<file path="config.mk">
export PLATFORM = sky130hd
export DESIGN_NAME = frame_gate_wrap
export DESIGN_NICKNAME = d
export VERILOG_FILES = /design/src/rtl/frame_gate_wrap.sv
export SDC_FILE = /design/constraint.sdc
export NUM_CORES = 1
export LEC_CHECK = 0
export CELL_PAD_IN_SITES_DETAIL_PLACEMENT = 0
export CELL_PAD_IN_SITES_GLOBAL_PLACEMENT = 1
export CORE_MARGIN = 4
export CORE_UTILIZATION = 29
export DETAILED_ROUTE_END_ITERATION = 10
export PLACE_DENSITY_LB_ADDON = 0.25
export REMOVE_ABC_BUFFERS = 1
export SLEW_MARGIN = 10
export SYNTH_ARGS = -nofsm -noshare
export SYNTH_HDL_FRONTEND = slang
export SYNTH_SLANG_ARGS = --single-unit
</file>
<file path="constraint.sdc">
create_clock -name clk -period 5.7 [get_ports clk]
set_input_delay 1.71 -clock clk [delete_from_list [all_inputs] [get_ports clk]]
set_output_delay 1.71 -clock clk [all_outputs]
set_load 0.03 [all_outputs]
</file>
<file path="src/rtl/frame_gate_wrap.sv">
`default_nettype none
// ============================================================================
// Module   : frame_gate_wrap
// Brief    : Frame gate around a ready/valid pipeline. Optional output-stall
//            watchdog is enabled by defining FRAME_GATE_TIMEOUT_EN.
// Revision : 1.0
// ============================================================================
module frame_gate_wrap #(
  parameter int IN_W         = 64,
  parameter int OUT_W        = 64,
  parameter int IN_BEATS     = 38400,
  parameter int OUT_BEATS    = 153600,
  parameter int CLEAR_CYCLES = 150,
  parameter int FRAME_CNT_W  = 8,
  parameter int TIMEOUT_CYC  = 4096
) (
  input  logic                   clk,
  input  logic                   reset,
  input  logic                   start,
  input  logic                   stop,
  input  logic                   cfg_continuous,
  input  logic                   in_valid,
  output logic                   in_ready,
  input  logic [IN_W-1:0]        in_data,
  output logic                   out_valid,
  input  logic                   out_ready,
  output logic [OUT_W-1:0]       out_data,
  output logic                   pipe_in_valid,
  input  logic                   pipe_in_ready,
  output logic [IN_W-1:0]        pipe_in_data,
  input  logic                   pipe_out_valid,
  output logic                   pipe_out_ready,
  input  logic [OUT_W-1:0]       pipe_out_data,
  output logic                   pipe_reset,
  output logic                   busy,
  output logic                   frame_done,
  output logic [FRAME_CNT_W-1:0] frames_done,
  output logic [31:0]            tot_in,
  output logic [31:0]            tot_out,
  output logic                   err_timeout
);

  localparam int CIN_W  = (IN_BEATS > 1) ? $clog2(IN_BEATS) : 1;
  localparam int CMAX   = (OUT_BEATS > CLEAR_CYCLES) ? OUT_BEATS : CLEAR_CYCLES;
  localparam int COUT_W = (CMAX > 1) ? $clog2(CMAX) : 1;
  localparam logic [CIN_W-1:0]  IN_LAST  = CIN_W'(IN_BEATS - 1);
  localparam logic [COUT_W-1:0] OUT_LAST = COUT_W'(OUT_BEATS - 1);
  localparam logic [COUT_W-1:0] CLR_LAST = COUT_W'(CLEAR_CYCLES - 1);

  typedef enum logic [1:0] {IN_IDLE = 2'd0, IN_PASS = 2'd1, IN_WAIT = 2'd2} in_state_t;
  typedef enum logic [1:0] {OUT_IDLE = 2'd0, OUT_PASS = 2'd1, OUT_CLEAR = 2'd2} out_state_t;

  in_state_t               in_st_q, in_st_d;
  out_state_t              out_st_q, out_st_d;
  logic [CIN_W-1:0]        cnt_in_q, cnt_in_d;
  logic [COUT_W-1:0]       cnt_out_q, cnt_out_d;
  logic                    stop_q, stop_d;
  logic [FRAME_CNT_W-1:0]  frames_q, frames_d;
  logic [31:0]             tot_in_q, tot_in_d, tot_out_q, tot_out_d;

  logic w_in_pass, w_out_pass, w_out_clear, w_both_idle, w_start_ok;
  logic w_in_beat, w_out_beat, w_clear_end, w_run_next;
  logic w_timeout_hit, w_count_frame;

  assign w_in_pass   = (in_st_q == IN_PASS);
  assign w_out_pass  = (out_st_q == OUT_PASS);
  assign w_out_clear = (out_st_q == OUT_CLEAR);
  assign w_both_idle = (in_st_q == IN_IDLE) && (out_st_q == OUT_IDLE);
  assign w_start_ok  = start && w_both_idle;
  assign w_in_beat   = w_in_pass && in_valid && pipe_in_ready;
  assign w_out_beat  = w_out_pass && pipe_out_valid && out_ready;
  assign w_clear_end = w_out_clear && (cnt_out_q == CLR_LAST);
  // A stop arriving on the boundary cycle itself still ends the run.
  assign w_run_next  = cfg_continuous && !(stop_q || stop);

  assign pipe_in_data   = in_data;
  assign pipe_in_valid  = w_in_pass && in_valid;
  assign in_ready       = w_in_pass && pipe_in_ready;
  assign out_data       = pipe_out_data;
  assign out_valid      = w_out_pass && pipe_out_valid;
  assign pipe_out_ready = (w_out_pass && out_ready) || w_out_clear;
  assign pipe_reset     = !w_out_pass;
  assign busy           = !w_both_idle;
  assign frame_done     = w_clear_end;
  assign frames_done    = frames_q;
  assign tot_in         = tot_in_q;
  assign tot_out        = tot_out_q;

  always_comb begin
    in_st_d   = in_st_q;
    cnt_in_d  = cnt_in_q;
    out_st_d  = out_st_q;
    cnt_out_d = cnt_out_q;
    frames_d  = frames_q;
    stop_d    = stop ? 1'b1 : (w_both_idle ? 1'b0 : stop_q);
    tot_in_d  = tot_in_q + {31'd0, pipe_in_valid && pipe_in_ready};
    tot_out_d = tot_out_q + {31'd0, pipe_out_valid && pipe_out_ready};

    case (in_st_q)
      IN_IDLE: begin
        if (w_start_ok) begin
          in_st_d  = IN_PASS;
          cnt_in_d = '0;
        end
      end
      IN_PASS: begin
        if (w_timeout_hit) begin
          in_st_d  = IN_WAIT;
          cnt_in_d = '0;
        end else if (w_in_beat) begin
          if (cnt_in_q == IN_LAST) begin
            in_st_d  = IN_WAIT;
            cnt_in_d = '0;
          end else begin
            cnt_in_d = cnt_in_q + CIN_W'(1);
          end
        end
      end
      IN_WAIT: begin
        if (w_clear_end) in_st_d = w_run_next ? IN_PASS : IN_IDLE;
      end
      default: in_st_d = IN_IDLE;
    endcase

    case (out_st_q)
      OUT_IDLE: begin
        if (w_start_ok) begin
          out_st_d  = OUT_PASS;
          cnt_out_d = '0;
        end
      end
      OUT_PASS: begin
        if (w_timeout_hit) begin
          out_st_d  = OUT_CLEAR;
          cnt_out_d = '0;
        end else if (w_out_beat) begin
          if (cnt_out_q == OUT_LAST) begin
            out_st_d  = OUT_CLEAR;
            cnt_out_d = '0;
          end else begin
            cnt_out_d = cnt_out_q + COUT_W'(1);
          end
        end
      end
      OUT_CLEAR: begin
        if (w_clear_end) begin
          out_st_d  = w_run_next ? OUT_PASS : OUT_IDLE;
          cnt_out_d = '0;
          if (w_count_frame) frames_d = frames_q + FRAME_CNT_W'(1);
        end else begin
          cnt_out_d = cnt_out_q + COUT_W'(1);
        end
      end
      default: out_st_d = OUT_IDLE;
    endcase
  end

  always_ff @(posedge clk) begin
    if (reset) begin
      in_st_q   <= IN_IDLE;
      out_st_q  <= OUT_IDLE;
      cnt_in_q  <= '0;
      cnt_out_q <= '0;
      stop_q    <= 1'b0;
      frames_q  <= '0;
      tot_in_q  <= '0;
      tot_out_q <= '0;
    end else begin
      in_st_q   <= in_st_d;
      out_st_q  <= out_st_d;
      cnt_in_q  <= cnt_in_d;
      cnt_out_q <= cnt_out_d;
      stop_q    <= stop_d;
      frames_q  <= frames_d;
      tot_in_q  <= tot_in_d;
      tot_out_q <= tot_out_d;
    end
  end

`ifdef FRAME_GATE_TIMEOUT_EN
  localparam int STALL_W = $clog2(TIMEOUT_CYC + 1);
  localparam logic [STALL_W-1:0] STALL_LAST = STALL_W'(TIMEOUT_CYC - 1);

  logic [STALL_W-1:0] stall_q, stall_d;
  logic               err_q, err_d, tof_q, tof_d;

  // Stall only accumulates while the sink is willing but the pipe is silent.
  assign w_timeout_hit = w_out_pass && out_ready && !w_out_beat && (stall_q == STALL_LAST);
  assign w_count_frame = !tof_q;
  assign err_timeout   = err_q;

  always_comb begin
    stall_d = stall_q;
    if (!w_out_pass || w_out_beat || w_timeout_hit) stall_d = '0;
    else if (out_ready)                             stall_d = stall_q + STALL_W'(1);
    err_d = err_q || w_timeout_hit;
    tof_d = w_timeout_hit ? 1'b1 : (w_clear_end ? 1'b0 : tof_q);
  end

  always_ff @(posedge clk) begin
    if (reset) begin
      stall_q <= '0;
      err_q   <= 1'b0;
      tof_q   <= 1'b0;
    end else begin
      stall_q <= stall_d;
      err_q   <= err_d;
      tof_q   <= tof_d;
    end
  end
`else
  localparam int c_unused_timeout_cyc = TIMEOUT_CYC;
  assign w_timeout_hit = 1'b0;
  assign w_count_frame = 1'b1;
  assign err_timeout   = 1'b0;
`endif

endmodule
`default_nettype wire

</file>
==> results of run 1 <==
## per-stage QoR
stage | worst slack [ps] | power, mW | cell area, sq um | instances
global placement | 876 | 1.14 | 6300 | 935
floorplan | 1990 | 1.02 | 5080 | 575
finish | 884 | 1.74 | 6580 | 950
global route | 865 | 1.82 | 6580 | 950
CTS | 876 | 1.76 | 6580 | 950
detailed placement | 876 | 1.14 | 6300 | 935
## worst max-delay path by stage
stage,from,to,slack (ps),depth (start not counted)
2_1_floorplan,out_ready,tot_out[26]$_SDFF_PP0_,1990,9
3_3_place_gp,pipe_in_ready,in_ready,880,3
4_1_cts,pipe_in_ready,in_ready,880,3
5_1_grt,pipe_in_ready,in_ready,860,3
3_5_place_dp,pipe_in_ready,in_ready,880,3
6_report,pipe_in_ready,in_ready,880,3
## critical path, cell delays in order
cell	delay [ps]
clkdlybuf4s50_1	500
and2_1	170
clkdlybuf4s50_1	720
## routing by layer
layer / global-route usage / routed length (um)
met1: 0.233 / 9960
met2: 0.425 / 14600
met3: 0.352 / 8780
met4: 0.0607 / 610
met5: 0.0538 / 136
## final cells by class
cell class / count / area share
multi-input cells: 453 / 0.428
flip-flops and latches: 111 / 0.338
well taps: 270 / 0.0514
repair buffers: 90 / 0.135
clock inverters: 4 / 0.00457
inverters: 11 / 0.00628
clock buffers: 11 / 0.0369
## where the power goes
part	internal [mW]	switching [mW]
clock network	0.310	0.305
logic	0.112	0.188
registers	0.795	0.0274
## kinds of logic (layout without fill, tap and decap cells)
logic type / count (synthesis) / count (layout) / synth area share
fa+ha+maj: 13 / 13 / 0.0266
xor+xnor: 87 / 87 / 0.125
flops: 111 / 111 / 0.363
simple gates: 307 / 307 / 0.263
other cells: 1 / 1 / 0.000613
compound gates: 43 / 43 / 0.0419
buf+inv: 156 / 116 / 0.177
mux: 2 / 2 / 0.00327
## registers in the layout, indices dropped and copies added, names as in the netlist
register,flops
frames_done,8
tot_in,32
tot_out,32
in_st_q,2
out_st_q,2
cnt_out_q,18
cnt_in_q,16
stop_q,1
## cells in the mapped netlist, types with 2 or more instances
cell type  number
a21oi_1        17
nand3_1        42
nand2_1        41
xor2_1         61
xnor2_1        26
nand4bb_1       2
nor3_1          5
a31oi_1         8
nor4_2          2
nand4_1        26
nand2b_1        2
a21o_1          2
nand4_2         2
and4_1          5
or3_1           7
buf_4         129
a41oi_1         2
ha_1           13
mux2i_1         2
nor2_1        115
and2_1          8
buf_1           4
o21ai_1         2
o21ai_0         7
nor2b_1         8
or2_2           2
buf_2           4
and3_1         19
dfxtp_1       111
nor4_4          3
nand4b_1        2
clkbuf_1        7
inv_1          11
nor4_1          3
==> metrics.yaml, run 1 <==
vias: 4811
tns_ps: 0
ant_nets: 0
drtIter0Drc: 223
powerDensity_mw_per_mm2: 264
arrival_ps: 3110
utilization: 0.321
gr-total-overflow: 0
r2r_cells: 11
multiInputGateArea_sq_mm: 0.00281
rr_endpoint: "tot_out[26]$_SDFF_PP0_"
ir_worst_vdd_mv: 0.132
clk_pin_slew_ps: 70
crit_type: "in -> out"
fillers: 2156
die_height_um: 153
ios: 345
num-nets-final: 826
max_cap_violations: 0
numPortBuffers: 87
hold_path_startpoint: "frames_done[7]$_SDFFE_PP0P_"
tightest_slew_ps: 1180
n_antenna_cell: 0
yosysTopAreaCellShare: 0.363
cts_resized: 0
antenna_found_initial: 0
gp_congestion: 0.984
setup_viol: 0
yosys-top-cells-area: "dfxtp_1, buf_4, xor2_1"
p_leak_nw: 2.33
final_common_cell: "nor2_1"
rr_startpoint: "out_st_q[0]$_SDFFE_PP0P_"
area_delta_synth_final_pct: 7.48
firstDrtPassIters: 5
path_max_fanout: 3
htreeDepth: 3
drc: 0
finalHoldViolations: 0
synth-main-ff-cell: "dfxtp_1"
synthArstFlopShare: 0
synth_cell_types: 54
grt_pass1_vias: 4491
worstPathRequired_ps: 3990
finalMaxSlewViolations: 0
critPathLaunchType: "input port"
yosys.area.top_type: "dfxtp_1"
synth-seq-area-share: 0.363
die_area_sq_mm: 0.0235
worst_hold_slack_ps: 493
ys_seq_elements: 111
grt_pass1_wl_um: 44600
syn_inst: 720
seq_area_sq_mm: 0.00222
initial_core_util: 0.299
outcome: "complete, no violations"
skew_ps: 12.1
routedWlPerCell_um: 35.8
cts_setup_buffers: 0
place_hpwl_um: 29500
final_layout_size_suffix_gt1_frac: 0.0500
cts-buffers-inserted: 9
clock-root-buffer: "clkbuf_16"
max_freq_mhz: 208
clock_sinks: 111
worstSetupEndpointType: "output port"
whs_endpoint: "frames_done[7]$_SDFFE_PP0P_"
syn_area_sq_mm: 0.00612
coreArea_sq_mm: 0.0205
rrSetupSlack_ps: 2630
clk_path_buf_depth: 2
hold_class: "reg -> reg"
tritoncts: "yes"
rsz0062_at_grt: "false"
die_w_um: 153
ctsHoldBuffers: 0
ys_warn_count: 0
worstHoldPathCells: 2
final_cell_mix: "nor2_1, dfxtp_1, clkdlybuf4s50_1, xor2_1, nand3_1"
via_per_inst: 5.06
wirelength_um: 34100
period_minus_slack_ps: 4820
max_slew_margin: 0.211
synth_edf_count: 0
grt_util_all_layers: 0.283
grt_max_degree: 42
postSynthAreaPerCell_sq_um: 8.50
fp-row-count: 52
clk_latency_ps: 360
post-route-period-util: 0.845
Note: power is estimated with default switching activity, not from simulation.
==> run 2: changes to the inputs <==
--- a/config.mk
+++ b/config.mk
@@ -8,7 +8,7 @@
 export CELL_PAD_IN_SITES_DETAIL_PLACEMENT = 0
 export CELL_PAD_IN_SITES_GLOBAL_PLACEMENT = 1
 export CORE_MARGIN = 4
-export CORE_UTILIZATION = 29
+export CORE_UTILIZATION = 27
 export DETAILED_ROUTE_END_ITERATION = 10
 export PLACE_DENSITY_LB_ADDON = 0.25
 export REMOVE_ABC_BUFFERS = 1
==> constraint.sdc (replaced) <==
create_clock -name clk -period 4.7 [get_ports clk]
set_input_delay 1.41 -clock clk [delete_from_list [all_inputs] [get_ports clk]]
set_output_delay 1.41 -clock clk [all_outputs]
set_load 0.03 [all_outputs]
==> metrics.yaml, run 2 (synthesis gave the netlist of run 1 again) <==
tightest_slew_ps: 748  # -429 ps
dpl_cell_area_sq_mm: 0.00633  # +0.44%
post-route-period-util: 0.894
cp_slowest_stage_delay_ps: 690  # -30 ps
numPortBuffers: 87  # unchanged
final_area_sq_mm: 0.00662  # +0.61%
grt_pass1_vias: 4548  # +1.3%
wirelength_um: 34700  # +2.0%
clock-root-buffer: "clkbuf_16"
clk_pin_slew_ps: 70  # about the same
tritoncts: "yes"
ant_nets: 0  # unchanged
die_height_um: 159  # +3.4%
coreArea_sq_mm: 0.0220  # +7.5%
grt_util_all_layers: 0.270  # -0.0130
antenna_found_initial: 2  # +2
outcome: "complete, no violations"
skew_ps: 8.47  # -3.67 ps
gp_congestion: 0.931  # -5.3%
grt_max_degree: 59  # +40%
period_minus_slack_ps: 4200
ir_worst_vdd_mv: 0.145  # +9.5%
fin_cells: 963  # +1.4%
firstDrtPassIters: 4  # -1
drtIter0Drc: 239  # +7.2%
initial_core_util: 0.278  # -0.0208
cp_common_cell: "clkdlybuf4s50_1"
final_layout_size_suffix_gt1_frac: 0.0542  # +0.00417
tns_ps: 0  # unchanged
clk_latency_ps: 360  # about the same
cts-buffers-inserted: 9  # unchanged
crit_family: "buffers and inverters"
combPwrFrac: 0.173  # about the same
fillers: 2339  # +8.5%
via_per_inst: 5.04  # -0.43%
gr-total-overflow: 0  # unchanged
path_max_fanout: 3  # unchanged
critPathLaunchType: "input port"
powerDensity_mw_per_mm2: 321  # +22%
ctsHoldBuffers: 0  # unchanged
cts_resized: 0  # unchanged
ios: 345  # unchanged
rrSetupSlack_ps: 1790  # -840 ps
worstSetupEndpointType: "output port"
htreeDepth: 3  # unchanged
final_common_cell: "nor2_1"
n_antenna_cell: 0  # unchanged
setup_viol: 0  # unchanged
cts_setup_buffers: 0  # unchanged
clk_path_buf_depth: 2  # unchanged
vias: 4856  # +0.94%
pwr-share-seq: 0.468  # -0.006
cp_num_buf_inv: 2  # unchanged
die_w_um: 159  # +3.4%
max_freq_mhz: 238
die_area_sq_mm: 0.0251  # +7.0%
worstPathRequired_ps: 3290  # -700 ps
finalMaxSlewViolations: 0  # unchanged
crit_type: "in -> out"
finalHoldViolations: 0  # unchanged
clock_sinks: 111  # unchanged
total_power_mw: 2.13  # +22%
swShare: 0.298  # -0.00173
max_slew_margin: 0.498  # +0.287
hold_class: "reg -> reg"
area_delta_synth_final_pct: 8.14
max_cap_violations: 0  # unchanged
arrival_ps: 2790  # -320 ps
p_leak_nw: 2.35  # +0.61%
p_int_mw: 1.49  # +23%
routedWlPerCell_um: 36.1  # +0.65%
final_cell_mix: "nor2_1, dfxtp_1, clkdlybuf4s50_1, xor2_1, nand3_1"
dp.cells: 947  # +1.3%
p_clk_frac: 0.358  # +0.004
p_switching_mw: 0.633  # +22%
num-nets-final: 828  # +0.24%
crit_chain: "clkdlybuf4s50_1 > and2_1 > clkdlybuf4s50_1"
slowest_stage: "clkdlybuf4s50_1"
grt_pass1_wl_um: 44000  # -1.3%
rsz0062_at_grt: "false"
place_hpwl_um: 30100  # +2.2%
fp-row-count: 54  # +3.8%
drc: 0  # unchanged
worst_hold_slack_ps: 480  # -12.8 ps
==> run 2: power by group through the flow <==
stage / clock (mW) / sequential [mW] / combinational, mW
finish: 0.762 / 0.996 / 0.368
detailed placement: 0 / 1.02 / 0.368
global placement: 0 / 1.02 / 0.364
global route: 0.821 / 1.00 / 0.403
CTS: 0.794 / 0.996 / 0.371
floorplan: 0 / 1.02 / 0.227
==> run 2: worst paths after layout <==
kind / from / to / depth (start not counted)
setup / recovery: in_valid / pipe_in_valid / 3
setup reg to reg: out_st_q[1]$_SDFFE_PP0P_ / tot_out[30]$_SDFF_PP0_ / 11
hold reg to reg: cnt_in_q[1]$_SDFFE_PP0P_ / cnt_in_q[1]$_SDFFE_PP0P_ / 2
hold / removal: cnt_in_q[1]$_SDFFE_PP0P_ / cnt_in_q[1]$_SDFFE_PP0P_ / 2
==> run 2: per-stage QoR <==
step	util	worst slack (ps)
global route	0.300	419
floorplan	-	1290
detailed placement	0.287	498
global placement	0.287	487
finish	0.300	497
CTS	0.300	479
==> run 2: final cells by class <==
cell class,instances,area [sq um],share of cell area
multi-input combinational,453,2810,0.425
sequential,111,2220,0.336
timing repair buffer,92,903,0.137
tap,280,350,0.0530
clock buffer,12,256,0.0388
inverter,11,41.3,0.00624
clock inverter,4,28.8,0.00435
==> run 2: layer usage <==
metal / track usage / share of wire
met5: 0.0754 / 0.0085
met3: 0.321 / 0.25
met2: 0.402 / 0.42
met4: 0.106 / 0.041
met1: 0.213 / 0.27
==> run 2: worst reg2reg max path, stage by stage (launching register included) <==
cell	delay [ps]
dfxtp_1	350
inv_1	110
ha_1	270
a21o_1	170
and2_1	130
ha_1	180
ha_1	190
nand3_1	180
nor4_4	370
nand4_1	350
or3_1	400
a21oi_1	140
